[src/rtl/result_pkg.sv]
// rtl/result_pkg.sv - frame constants, serializer state type and frame byte mux for result_uart_tx
package result_pkg;

  localparam logic [7:0] FRAME_HDR = 8'hA5;
  localparam int         NUM_BYTES = 9;
  localparam int         N_REG     = 12;

  typedef enum logic [1:0] {IDLE, START, DATA, STOP} tx_state_t;

  // snap = {r1, r2, r3, r4}; odd bytes carry the high nibble, even bytes the low byte
  function automatic logic [7:0] frame_byte(input logic [4*N_REG-1:0] snap,
                                            input logic [3:0]         idx);
    logic [7:0] b;
    case (idx)
      4'd1:    b = {4'h0, snap[47:44]};
      4'd2:    b = snap[43:36];
      4'd3:    b = {4'h0, snap[35:32]};
      4'd4:    b = snap[31:24];
      4'd5:    b = {4'h0, snap[23:20]};
      4'd6:    b = snap[19:12];
      4'd7:    b = {4'h0, snap[11:8]};
      4'd8:    b = snap[7:0];
      default: b = FRAME_HDR;
    endcase
    return b;
  endfunction

endpackage

[src/rtl/result_uart_tx_if.sv]
// rtl/result_uart_tx_if.sv - result inputs, trigger flag and serial line bundle
interface result_uart_tx_if;
  import result_pkg::*;

  logic [N_REG-1:0] r1;
  logic [N_REG-1:0] r2;
  logic [N_REG-1:0] r3;
  logic [N_REG-1:0] r4;
  logic             end_process;
  logic             tx;
  logic             busy;
  logic             done;

  modport master (output r1, r2, r3, r4, end_process, input tx, busy, done);
  modport slave  (input r1, r2, r3, r4, end_process, output tx, busy, done);

endinterface

[src/rtl/uart_tx_byte.sv]
// rtl/uart_tx_byte.sv - 8N1 byte serializer with baud counter and load/ready handshake
module uart_tx_byte #(
  parameter int CLKS_PER_BIT = 868
) (
  input  logic       clk,
  input  logic       rst_n,
  input  logic       load,
  input  logic [7:0] byte_in,
  output logic       ready,
  output logic       tx
);
  import result_pkg::*;

  localparam int             BW        = (CLKS_PER_BIT > 1) ? $clog2(CLKS_PER_BIT) : 1;
  localparam logic [BW-1:0]  BAUD_LAST = BW'(CLKS_PER_BIT - 1);

  tx_state_t     state, state_n;
  logic [BW-1:0] baud, baud_n;
  logic [2:0]    bit_idx, bit_idx_n;
  logic [7:0]    shreg, shreg_n;
  logic          baud_last;

  assign baud_last = (baud == BAUD_LAST);

  always_ff @(posedge clk or negedge rst_n) begin
    if (!rst_n) begin
      state   <= IDLE;
      baud    <= '0;
      bit_idx <= '0;
      shreg   <= '0;
    end else begin
      state   <= state_n;
      baud    <= baud_n;
      bit_idx <= bit_idx_n;
      shreg   <= shreg_n;
    end
  end

  always_comb begin
    state_n   = state;
    bit_idx_n = bit_idx;
    shreg_n   = shreg;
    ready     = 1'b0;
    tx        = 1'b1;
    baud_n    = (state == IDLE || baud_last) ? '0 : baud + 1'b1;
    case (state)
      IDLE: begin
        ready = 1'b1;
        if (load) begin
          state_n = START;
          shreg_n = byte_in;
        end
      end
      START: begin
        tx = 1'b0;
        if (baud_last) begin
          state_n   = DATA;
          bit_idx_n = '0;
        end
      end
      DATA: begin
        tx = shreg[0];
        if (baud_last) begin
          shreg_n = {1'b0, shreg[7:1]};
          if (bit_idx == 3'd7) state_n = STOP;
          else                 bit_idx_n = bit_idx + 3'd1;
        end
      end
      STOP: begin
        // Accepting the next byte on the last stop cycle keeps bytes back-to-back
        if (baud_last) begin
          ready = 1'b1;
          if (load) begin
            state_n = START;
            shreg_n = byte_in;
          end else begin
            state_n = IDLE;
          end
        end
      end
      default: state_n = IDLE;
    endcase
  end

endmodule

[src/rtl/result_uart_tx.sv]
// rtl/result_uart_tx.sv - snapshots r1..r4 on end_process rising edge and sends a 9-byte UART frame
module result_uart_tx #(
  parameter int CLKS_PER_BIT = 868,
  parameter int N_REG        = 12
) (
  input  logic             clk,
  input  logic             rst_n,
  result_uart_tx_if.slave  bus
);
  import result_pkg::*;

  localparam logic [3:0] LAST_IDX = 4'(NUM_BYTES - 1);

  logic               ep_q;
  logic               busy_q;
  logic               done_q;
  logic [3:0]         byte_idx;
  logic [4*N_REG-1:0] snap;
  logic               trigger;
  logic               ready;
  logic               load_next;
  logic               frame_end;
  logic               load;
  logic [7:0]         byte_in;

  assign trigger   = bus.end_process & ~ep_q & ~busy_q;
  assign load_next = busy_q & ready & (byte_idx != LAST_IDX);
  assign frame_end = busy_q & ready & (byte_idx == LAST_IDX);
  assign load      = trigger | load_next;
  // The header goes out on the trigger edge itself, before the snapshot register is valid
  assign byte_in   = trigger ? FRAME_HDR : frame_byte(snap, byte_idx + 4'd1);

  always_ff @(posedge clk or negedge rst_n) begin
    if (!rst_n) begin
      ep_q     <= 1'b0;
      busy_q   <= 1'b0;
      done_q   <= 1'b0;
      byte_idx <= '0;
      snap     <= '0;
    end else begin
      ep_q   <= bus.end_process;
      done_q <= frame_end;
      if (trigger) begin
        snap     <= {bus.r1, bus.r2, bus.r3, bus.r4};
        busy_q   <= 1'b1;
        byte_idx <= '0;
      end else if (load_next) begin
        byte_idx <= byte_idx + 4'd1;
      end else if (frame_end) begin
        busy_q <= 1'b0;
      end
    end
  end

  uart_tx_byte #(.CLKS_PER_BIT(CLKS_PER_BIT)) u_ser (
    .clk     (clk),
    .rst_n   (rst_n),
    .load    (load),
    .byte_in (byte_in),
    .ready   (ready),
    .tx      (bus.tx)
  );

  assign bus.busy = busy_q;
  assign bus.done = done_q;

endmodule
[src/flat_wrapper.sv]
// flat-port wrapper written by rule: the top's interface ports become plain ports
module result_uart_tx_flat import result_pkg::*;
#(
  parameter int CLKS_PER_BIT = 868,
  parameter int N_REG        = 12
)
  (clk, rst_n, bus_r1, bus_r2, bus_r3, bus_r4, bus_end_process, bus_tx, bus_busy, bus_done);
  result_uart_tx_if bus_i ();
  input  logic clk;
  input  logic rst_n;
  input wire logic [$bits(bus_i.r1)-1:0] bus_r1;
  input wire logic [$bits(bus_i.r2)-1:0] bus_r2;
  input wire logic [$bits(bus_i.r3)-1:0] bus_r3;
  input wire logic [$bits(bus_i.r4)-1:0] bus_r4;
  input wire logic [$bits(bus_i.end_process)-1:0] bus_end_process;
  output wire logic [$bits(bus_i.tx)-1:0] bus_tx;
  output wire logic [$bits(bus_i.busy)-1:0] bus_busy;
  output wire logic [$bits(bus_i.done)-1:0] bus_done;
  assign bus_i.r1 = bus_r1;
  assign bus_i.r2 = bus_r2;
  assign bus_i.r3 = bus_r3;
  assign bus_i.r4 = bus_r4;
  assign bus_i.end_process = bus_end_process;
  assign bus_tx = bus_i.tx;
  assign bus_busy = bus_i.busy;
  assign bus_done = bus_i.done;
  result_uart_tx #(.CLKS_PER_BIT(CLKS_PER_BIT), .N_REG(N_REG)) u_core (.clk(clk), .rst_n(rst_n), .bus(bus_i));
endmodule
[config.mk]
export PLATFORM = sky130hd
export DESIGN_NAME = result_uart_tx_flat
export DESIGN_NICKNAME = d
export VERILOG_FILES = /design/src/rtl/result_pkg.sv /design/src/rtl/result_uart_tx_if.sv /design/src/rtl/uart_tx_byte.sv /design/src/rtl/result_uart_tx.sv /design/src/flat_wrapper.sv
export SDC_FILE = /design/constraint.sdc
export NUM_CORES = 1
export LEC_CHECK = 0
export BUFFER_PORTS_ARGS = -buffer_cell sky130_fd_sc_hd__buf_2
export CAP_MARGIN = 40
export CORE_MARGIN = 1.5
export CORE_UTILIZATION = 49
export CTS_CLUSTER_SIZE = 24
export DETAILED_ROUTE_END_ITERATION = 16
export PLACE_DENSITY = 0.69
export SYNTH_ARGS = -nofsm -noshare
export SYNTH_HDL_FRONTEND = slang
export SYNTH_HIERARCHICAL = 1
export SYNTH_SLANG_ARGS = --single-unit
export TNS_END_PERCENT = 5
[constraint.sdc]
create_clock -name clk -period 3.7 [get_ports clk]
set_input_delay 0.37 -clock clk [delete_from_list [all_inputs] [get_ports clk]]
set_output_delay 0.37 -clock clk [all_outputs]
set_load 0.01 [all_outputs]
==> results_dict.tcl <==
set metrics [dict create \
    synthAdderAreaFrac_pct 3.82 \
    yosys-top-cells-area "dfrtp_1 (46%), nand2_1 (14%), mux2_2 (4.8%), ha_1 (3.8%), a22o_1 (3.1%)" \
    routed.top_layer "met4" \
    finalHoldViolations 0 \
    synth-seq-area-share_pct 45.8 \
    post-place-ws_ps 644 \
    fill_cells 777 \
    swShare_pct 40.4 \
    antenna_cells 0 \
    ir_worst_vdd_uv 303 \
    drive_gt1_share_pct 18.1 \
    clock_path_buffers 2 \
    seqCellArea_sq_mm 0.00195 \
    holdWs_ps 163 \
    pwr-share-seq_pct 39.7 \
    post-route-period-util_pct 82.3 \
    numCtsBuffers 9 \
    drt_pass1_iterations 6 \
    drt-met1-wl_microns 4520 \
    fin_skew_ps 7.87 \
    grt_max_degree 64 \
    muxShareOfSynthArea_pct 6.17 \
    io_pins 54 \
    synthXorXnorAreaFrac_pct 2.26 \
    die-height_microns 96.3 \
    status "complete, no violations" \
    p_sw_uw 1580 \
    drt_iter0_markers 202 \
    async_flop_share_pct 100 \
    worstMarginPinSlew_ps 721 \
    cts.clk_slew.worst_paths_ps 80 \
    required_ps 3950 \
    path_cells "ha_1 > inv_1 > a21boi_0 > o32ai_1 > a22oi_1 > a31oi_1 > mux2_2 > mux2_2" \
    clock_power_share_pct 17.9 \
    synth_area_sq_mm 0.00426 \
    synthFlopType "dfrtp_1" \
    insertion_delay_ps 360 \
    synth-compound-area-share_pct 13.6 \
    rsz0062_at_grt "false" \
    globalRouteOverflowTotal 0 \
    vias 3470 \
    h-tree-depth 3 \
    die_area_sq_mm 0.00927 \
    routed_via_density 5.50 \
    crit_path_end_kind "register" \
    drc_errors 0 \
    syn_avg_cell_area_sq_um 8.84 \
    core_area_sq_mm 0.00834 \
    die_w_microns 96.3 \
    fin_crit_ps 3050 \
    start_kind "register" \
    slowest_stage "ha_1" \
    grt_usage_pct 22.7 \
    wl_per_cell_microns 15.4 \
    syn_nets 546 \
    nets 585 \
    slew_viol_final 0 \
    dr_wl_met2_microns 4650 \
    hp-class "primary input to register" \
    synth.most_common_cell "nand2_1" \
    slew_headroom_pct 51.9 \
    routed_wl_microns 9720 \
    arrival_ps 3290 \
    synth_enable_flop_cells 0 \
    portBuffers 53 \
    dpl.hpwl_microns 6800 \
    leakage_uw 0.00240 \
    p_per_area_mw_per_mm2 814 \
    synth_simple_gate_area_share_pct 24.2 \
    wl_met3_microns 364 \
    gp_congestion 0.887 \
    grt_pass1_wl_microns 15800 \
    antenna_found_initial 0 \
    cts_tree "built" \
    worstPathMaxFanout 20 \
    setup_tns_ps 0 \
    criticalPathCategory "register to register" \
    setup_violations 0 \
    antenna_left 0 \
    yosys_warnings 6 \
    fmax_mhz 328 \
    yosysTopAreaCell "dfrtp_1" \
    clock-root-buffer "clkbuf_8" \
    area_growth_pct 12.8 \
    rows 33 \
    start_util_pct 51.1 \
    multiInputGateArea_sq_mm 0.00214 \
    share_comb_of_total_power_pct 42.4 \
    setup_ws_ps 655 \
    maxCapViolations 0 \
    synth_top_family_by_area "simple AND/OR/NAND/NOR gates" \
    p_int_uw 2330 \
    grt_pass1_vias 3312 \
    ys_top_cells_by_count "nand2_1 (158), dfrtp_1 (78), clkbuf_1 (22), nand3_1 (22), nor2_1 (21)" \
    worst_path_largest_cell_delay_ps 690 \
    synth_cells 482 \
    synth-seq-cells 78 \
    crit_top_cell "mux2_2" \
    synth_cell_types 50 \
    synth_top_area_share_pct 45.8 \
    cts.repair.resized 0 \
    cts_sinks 78 \
]
## cells in the final DEF (no fill, tap or decap), drive strengths merged, types with 2 or more instances in the layout
cell     count
nand2      158
dfrtp       78
buf         57
nand3       22
nor2        21
mux2        18
a22o        15
o21ai       15
ha          13
inv         12
a21oi       10
clkbuf      10
nand4        8
a22oi        6
mux2i        6
xor2         6
xnor2        5
nand3b       4
nor2b        4
a211o        4
a32oi        4
nor3b        3
nand2b       3
and3         3
or3          3
clkinv       3
a211oi       3
bufinv       2
nor3         2
o2bb2ai      2
a32o         2
a311oi       2
a31oi        2
a2111o       2
a21o         2
a21boi       2
o32ai        2
## final cells by class
cell class | instances | area share [%]
Multi-Input combinational cell | 362 | 44.4
Sequential cell | 78 | 40.6
Timing Repair Buffer | 58 | 6.82
Tap cell | 105 | 2.73
Clock buffer | 10 | 2.66
Clock inverter | 6 | 1.80
Inverter | 12 | 0.937
## metal layers
layer,vias up,global-route usage (%)
li1,1724,-
met1,1653,29.5
met2,80,37.7
met3,13,2.92
met4,0,10.3
met5,-,0
## power by group through the flow
stage | clock, uW | combinational, uW | sequential, uW
2_1_floorplan | 0 | 1380 | 1410
3_3_place_gp | 0 | 1590 | 1540
3_5_place_dp | 0 | 1640 | 1560
4_1_cts | 711 | 1660 | 1550
5_1_grt | 749 | 1850 | 1610
6_report | 702 | 1660 | 1550
## logic make-up after synthesis
group                    Yosys count
AO/OA/AOI/OAI                     76
XOR/XNOR                          11
adder cells (fa/ha/maj)           13
buffers and inverters             42
flip-flops                        78
multiplexers                      24
AND/OR/NAND/NOR                  238
## per-stage QoR
step	power [uW]	instance area, sq um	std cells	util (%)
finish	3910	4810	631	57.6
global route	4200	4810	631	57.6
CTS	3920	4810	631	57.6
detailed placement	3210	4580	614	54.9
global placement	3130	4550	613	54.6
floorplan	2790	4260	482	-
## worst paths after layout
path	startpoint	to	slack (ps)	cells past startpoint
worst max-delay path	u_core/byte_idx[1]	u_core/u_ser/shreg[3]	650	8
worst max register to register	u_core/byte_idx[1]	u_core/u_ser/shreg[3]	650	8
worst min-delay path	bus_end_process	u_core/ep_q	160	1
max in group asynchronous	rst_n	u_core/u_ser/shreg[3]	2720	3
worst min register to register	u_core/snap[46]	u_core/snap[46]	480	2
min in group asynchronous	rst_n	u_core/u_ser/baud[8]	400	2
## worst max-delay path: cells and delay by family, from the launching register on
family,cells,cell delay [ps]
compound gates,4,880
fa+ha+maj,1,690
flops,1,550
mux,2,530
buf+inv,1,280
## flip-flops by register name (all words and copies together), names as in the netlist
signal,count
u_core/bus.busy,1
u_core/bus.done,1
u_core/byte_idx,4
u_core/ep_q,1
u_core/snap,48
u_core/u_ser/baud,10
u_core/u_ser/bit_idx,3
u_core/u_ser/shreg,8
u_core/u_ser/state,2
## repair_timing
item                      in CTS  in global routing
hold buffers                   1                  0
setup buffers                  0                  0
hold endpoints to repair      15                  0
No activity file was read; power rests on OpenSTA's default activity.
